`config.mk`:
```
export PLATFORM = sky130hd
export DESIGN_NAME = local_flit_sink
export DESIGN_NICKNAME = d
export VERILOG_FILES = /design/src/rtl/local_flit_sink.sv
export SDC_FILE = /design/constraint.sdc
export NUM_CORES = 1
export LEC_CHECK = 0
export ABC_AREA = 1
export CORE_AREA = 2 2 79 59
export DETAILED_ROUTE_END_ITERATION = 8
export DIE_AREA = 0 0 81 61
export DONT_BUFFER_PORTS = 1
export PLACE_DENSITY_LB_ADDON = 0.25
export SLEW_MARGIN = 10
export SYNTH_ARGS = -nofsm -noshare
export SYNTH_HDL_FRONTEND = slang
export SYNTH_SLANG_ARGS = --single-unit
export TNS_END_PERCENT = 10
```
`constraint.sdc`:
```
create_clock -name clk -period 1.7 [get_ports clk]
set_input_delay 0.425 -clock clk [delete_from_list [all_inputs] [get_ports clk]]
set_output_delay 0.425 -clock clk [all_outputs]
set_load 0.03 [all_outputs]
```
`src/rtl/local_flit_sink.sv`:
```
// local_flit_sink
//   Terminal consumer for single-flit packets ejected from a router's local
//   port. Flits land in a 2-entry FIFO. Each popped flit is checked for a
//   destination mismatch and counted. When the optional check is compiled in,
//   each popped flit is also checked for per-source sequence continuity.
//
//   Optional feature macro: SEQ_CHECK_EN (per-source sequence table + err_seq).
//
//   Ports
//     clk, reset     clock, async active-high reset
//     id             this node's address
//     item_in/valid  incoming flit {hdr, payload{src, seq}, dest}
//     busy           FIFO full; flit not accepted this cycle
//     hold           stalls FIFO draining (slow consumer)
//     flit_counter   saturating count of checked flits
//     err_addr       sticky: misrouted flit seen
//     err_seq        sticky: sequence gap seen (0 when SEQ_CHECK_EN undefined)
//     error          err_addr | err_seq
//     led            toggles every 2^LED_SHIFT good flits
module local_flit_sink #(
   parameter int HDR_SZ    = 2,
   parameter int PL_SZ     = 8,
   parameter int ADDR_SZ   = 4,
   parameter int LED_SHIFT = 8
) (
   input  logic                              clk,
   input  logic                              reset,
   input  logic [ADDR_SZ-1:0]                id,
   input  logic [HDR_SZ+PL_SZ+ADDR_SZ-1:0]   item_in,
   input  logic                              valid,
   output logic                              busy,
   input  logic                              hold,
   output logic [19:0]                       flit_counter,
   output logic                              err_addr,
   output logic                              err_seq,
   output logic                              error,
   output logic                              led
);
   localparam int SEQ_W = PL_SZ - ADDR_SZ;

   typedef struct packed {
      logic [HDR_SZ-1:0]  hdr;
      logic [ADDR_SZ-1:0] src;
      logic [SEQ_W-1:0]   seq;
      logic [ADDR_SZ-1:0] dest;
   } flit_t;

   flit_t [1:0]          mem_q, mem_d;
   logic                 wr_ptr_q, wr_ptr_d;
   logic                 rd_ptr_q, rd_ptr_d;
   logic [1:0]           cnt_q, cnt_d;
   logic [19:0]          flit_counter_q, flit_counter_d;
   logic [LED_SHIFT-1:0] good_cnt_q, good_cnt_d;
   logic                 err_addr_q, err_addr_d;
   logic                 err_seq_q, err_seq_d;
   logic                 led_q, led_d;

   logic  push, pop, addr_bad, seq_bad, good;
   flit_t head;

   // busy comes only from the registered count: no valid->busy path.
   assign busy = (cnt_q == 2'd2);
   assign push = valid & ~busy;
   assign pop  = (cnt_q != 2'd0) & ~hold;
   assign head = mem_q[rd_ptr_q];

   assign addr_bad = pop & (head.dest != id);
   assign good     = pop & ~addr_bad & ~seq_bad;

   always_comb begin
      mem_d    = mem_q;
      wr_ptr_d = wr_ptr_q ^ push;
      rd_ptr_d = rd_ptr_q ^ pop;
      cnt_d    = cnt_q;
      if (push)
         mem_d[wr_ptr_q] = flit_t'(item_in);
      case ({push, pop})
         2'b10:   cnt_d = cnt_q + 2'd1;
         2'b01:   cnt_d = cnt_q - 2'd1;
         default: cnt_d = cnt_q;
      endcase
   end

   always_comb begin
      flit_counter_d = flit_counter_q;
      good_cnt_d     = good_cnt_q;
      led_d          = led_q;
      err_addr_d     = err_addr_q | addr_bad;
      if (pop && flit_counter_q != 20'hFFFFF)
         flit_counter_d = flit_counter_q + 20'd1;
      if (good) begin
         good_cnt_d = good_cnt_q + 1'b1;
         // toggle when the good counter wraps back to 0
         if (&good_cnt_q)
            led_d = ~led_q;
      end
   end

   always_ff @(posedge clk or posedge reset) begin
      if (reset) begin
         mem_q          <= '0;
         wr_ptr_q       <= 1'b0;
         rd_ptr_q       <= 1'b0;
         cnt_q          <= 2'd0;
         flit_counter_q <= 20'd0;
         good_cnt_q     <= '0;
         err_addr_q     <= 1'b0;
         led_q          <= 1'b0;
      end else begin
         mem_q          <= mem_d;
         wr_ptr_q       <= wr_ptr_d;
         rd_ptr_q       <= rd_ptr_d;
         cnt_q          <= cnt_d;
         flit_counter_q <= flit_counter_d;
         good_cnt_q     <= good_cnt_d;
         err_addr_q     <= err_addr_d;
         led_q          <= led_d;
      end
   end

`ifdef SEQ_CHECK_EN
   logic [2**ADDR_SZ-1:0][SEQ_W-1:0] seq_tbl_q, seq_tbl_d;

   assign seq_bad = pop & (head.seq != seq_tbl_q[head.src]);

   always_comb begin
      seq_tbl_d = seq_tbl_q;
      err_seq_d = err_seq_q | seq_bad;
      // Always resync to seq+1, so a single gap reports once and recovers.
      if (pop)
         seq_tbl_d[head.src] = SEQ_W'(head.seq + 1'b1);
   end

   always_ff @(posedge clk or posedge reset) begin
      if (reset) begin
         seq_tbl_q <= '0;
         err_seq_q <= 1'b0;
      end else begin
         seq_tbl_q <= seq_tbl_d;
         err_seq_q <= err_seq_d;
      end
   end

   logic unused_bits;
   assign unused_bits = ^head.hdr;
`else
   assign seq_bad   = 1'b0;
   assign err_seq_d = 1'b0;
   assign err_seq_q = err_seq_d;

   logic unused_bits;
   assign unused_bits = ^{head.hdr, head.src, head.seq};
`endif

   assign flit_counter = flit_counter_q;
   assign err_addr     = err_addr_q;
   assign err_seq      = err_seq_q;
   assign error        = err_addr_q | err_seq_q;
   assign led          = led_q;

endmodule

```
==> summary.txt, run 1 <==
Placed design
  • Placement Setup Slack: 35.5 ps
  • Placed Instances: ~400
  • Placed cell areas: 2640 um2
  • I/O Buffers: 0
  • Final HPWL DP: about 3600 um
  • GP Congestion: a little under 0.8

STA
  • WHS: 63.8 ps
  • Setup slack after layout: roughly 90 ps
  • # setup viols final: 0
  • Relative slew slack: 63.3%
  • Unrepaired setup endpoints after global routing: true
  • Clk_skew: 9.31 ps
  • Max-slew violation count: 0
  • Least-Margin Pin Slew: 551 ps
  • Fmax: 0.621 GHz
  • Final period utilization: between 90% and 100%
  • Final min period: between 1500 and 2000 ps
  • Final hold vios: 0

Layout
  • Layout cells sized above 1: 16.1%
  • Final #Nets: 380
  • FF/Latch Area: 1050 um2
  • Antenna Cells: 0
  • Non-Filler Instances: 409
  • Area Growth Syn to Fin: 18.3%
  • Commonest non-fill, non-tap cells in the layout: 130 x nand2_1, 39 x dfrtp_1, 36 x inv_1
  • Most common cell after layout, fill and taps aside: nand2_1
  • Fill cells: ~350
  • Multi-input gate area: 1190 um2
  • Fin area: 2850 um2

Logic synthesis
  • Yosys warns: 0
  • Post-synth net total: 349
  • Mean Syn Cell Area: 7.48 um2
  • Cell variety after synth: 25
  • Post-Synthesis Cell Area: 2410 um2
  • Seq/Total Area, Yosys: 43.6%
  • #FFs+latches synth: 42
  • Synth Instances: 322

Clock network
  • H-tree depth: 2
  • Num CTS Buffers: 5
  • Clock-pin slew on the worst setup and hold paths: 80 ps
  • Worst skew pair latency: 300 ps
  • Clock Tree Buf Depth: 2
  • CTS sink count: 42
  • Clock root buffer: clkbuf_8
  • CTS tree: done

Die
  • Row count: 20
  • Die width: 81 um
  • Die Ht: 61 um
  • Die ar.: 4940 um2
  • Core ar.: 4150 um2
  • Starting Density: 58.0%
  • IO Count: 47

Setup path
  • Reg-to-reg setup timing slack: 90 ps
  • CP Launch Type: flip-flop
  • Worst Setup End Kind: flip-flop
  • Worst Path Max Fanout: 8
  • Most frequent CP cell: nand2_1
  • Slowest cell on the critical path: dfrtp_2
  • CP Class: reg2reg
  • CP max stage delay: ~370 ps
  • CP arrival: ~1800 ps
  • Worst path required time: 1930 ps
  • Worst-path cell chain: ha_2 > nand3_4 > inv_2 > nand2_1 > nor2_2 > nand2_2 > nand2_4 > buf_12 > nand2_1 > o21ai_1

Global route
  • Largest net degree at the start of global routing: 43
  • Vias in the first global route: 1,885
  • All-Layer GR Usage: 22.1%
  • First-pass GRT wire length: roughly 8000 um
  • Initial antenna violation count: 0
  • Congestion Overflow GR: 0

Min path
  • Worst hold path type: in2async

Job
  • # Max-Cap Violations: 0

Power and ir drop
  • Leak pwr: 1.40 nW
  • Power Density: 1290 nW/um2
  • Max IR drop VDD: 0.910 mV

Detailed routing
  • Routed wire length per instance: ~13 um
  • WL final: 5120 um
  • Routed vias: 2,108
  • DR iter-0 viols: 112
  • 1st-pass router iterations: 4
  • Final ANT Viol Nets: 0
  • Vias per inst: 5.15
  • DRC: 0

Status
  • Status: finished, final reports clean
[where the power goes]
| part | leakage (nW) | total, W | internal, W | switching (W) |
|---|---|---|---|---|
| clock | 0.0514 | 0.000796 | 0.000438 | 0.000358 |
| combinational | 0.802 | 0.00143 | 0.000596 | 0.000839 |
| sequential | 0.543 | 0.00144 | 0.00124 | 0.000193 |
| total | 1.40 | 0.00367 | 0.00228 | 0.00139 |
[flip-flops by register name, summed over array words and instances (netlist names)]
signal,flops
mem_q,8
rd_ptr_q,1
good_cnt_q,8
flit_counter,20
wr_ptr_q,1
err_addr,1
led,1
cnt_q,2
[cells in the mapped netlist]
cell / instances / share of area (%)
inv_2: 3 / 0.47
conb_1: 1 / 0.16
nand3_1: 17 / 3.5
nand4_1: 5 / 1.3
buf_6: 1 / 0.47
a21oi_1: 1 / 0.21
nor3_1: 4 / 0.83
a21oi_4: 1 / 0.68
nor2_1: 23 / 3.6
xor2_1: 8 / 2.9
ha_1: 5 / 2.6
dfrtp_1: 42 / 44
nand2_2: 1 / 0.26
nand3_2: 1 / 0.42
mux2_2: 4 / 1.9
nand2_1: 131 / 20
o21ai_1: 5 / 1.0
buf_4: 4 / 1.2
inv_1: 36 / 5.6
xnor2_1: 15 / 5.5
buf_2: 2 / 0.42
nor3_2: 1 / 0.42
o21bai_1: 1 / 0.31
nand3b_1: 1 / 0.31
o21ai_0: 9 / 1.9
[critical path, delay by kind of cell (launching register included)]
family          cells  cell delay (ps)
flops               1              370
buf+inv             2              210
compound gates      1               80
simple gates        6              650
fa+ha+maj           1              230
[metal layers]
metal,vias to the layer above,wire [um],global-route usage [%]
met1,985,2280,27.0
met5,-,0,0
li1,1049,-,-
met3,14,263,5.36
met4,0,87,7.99
met2,60,2490,38.8
[final cells by class]
type | count | share of cell area, %
clock inverters | 2 | 1.32
flip-flops and latches | 42 | 37.0
repair buffers | 31 | 9.79
clock buffers | 6 | 2.55
inverters | 39 | 5.23
multi-input cells | 234 | 41.7
well taps | 55 | 2.42
[path summary, 6_finish.rpt]
kind	start	to	depth (start not counted)
max in group asynchronous	reset	rd_ptr_q$_DFF_PP0_	2
max	flit_counter[0]$_DFFE_PP0P_	flit_counter[6]$_DFFE_PP0P_	10
max reg2reg	flit_counter[0]$_DFFE_PP0P_	flit_counter[6]$_DFFE_PP0P_	10
min in group clk	item_in[2]	mem_q[2]$_DFFE_PP0P_	2
min reg2reg	mem_q[14]$_DFFE_PP0P_	mem_q[14]$_DFFE_PP0P_	1
min	reset	flit_counter[8]$_DFFE_PP0P_	2
[cell families (layout without fill, tap and decap cells)]
kind of cell / Yosys count / after routing / share of synthesized area, %
and+or+nand+nor: 184 / 184 / 31.1
other: 1 / 1 / 0.156
buffers and inverters: 46 / 78 / 8.21
AOI/OAI and AO/OA: 17 / 17 / 4.10
muxes: 4 / 4 / 1.87
DFF: 42 / 42 / 43.6
xor gates and xnor gates: 23 / 23 / 8.36
adders and majority gates: 5 / 5 / 2.60
[stage by stage]
step | TNS, ps | power [W] | util [%]
final | 0 | 0.00367 | 68.6
after global routing | -84.3 | 0.00395 | 68.6
after CTS | 0 | 0.00352 | 66.3
after detailed placement | 0 | 0.00273 | 63.6
after global placement | 0 | 0.00267 | 63.6
after floorplan | 0 | 0.00241 | -
[what timing repair did]
item / 4_1_cts / 5_1_grt
gates resized for setup: 0 / 14
endpoints found under the setup margin: 0 / 25
setup buffers: 0 / 3
hold buffers: 0 / 0
(Power assumes the default switching activity.)
==> run 2, diff against run 1 <==
- SKIP_CTS_REPAIR_TIMING: not set -> 1
==> results of run 2 <==
No change in the layout: final DEF, timing and power equal those of run 1.
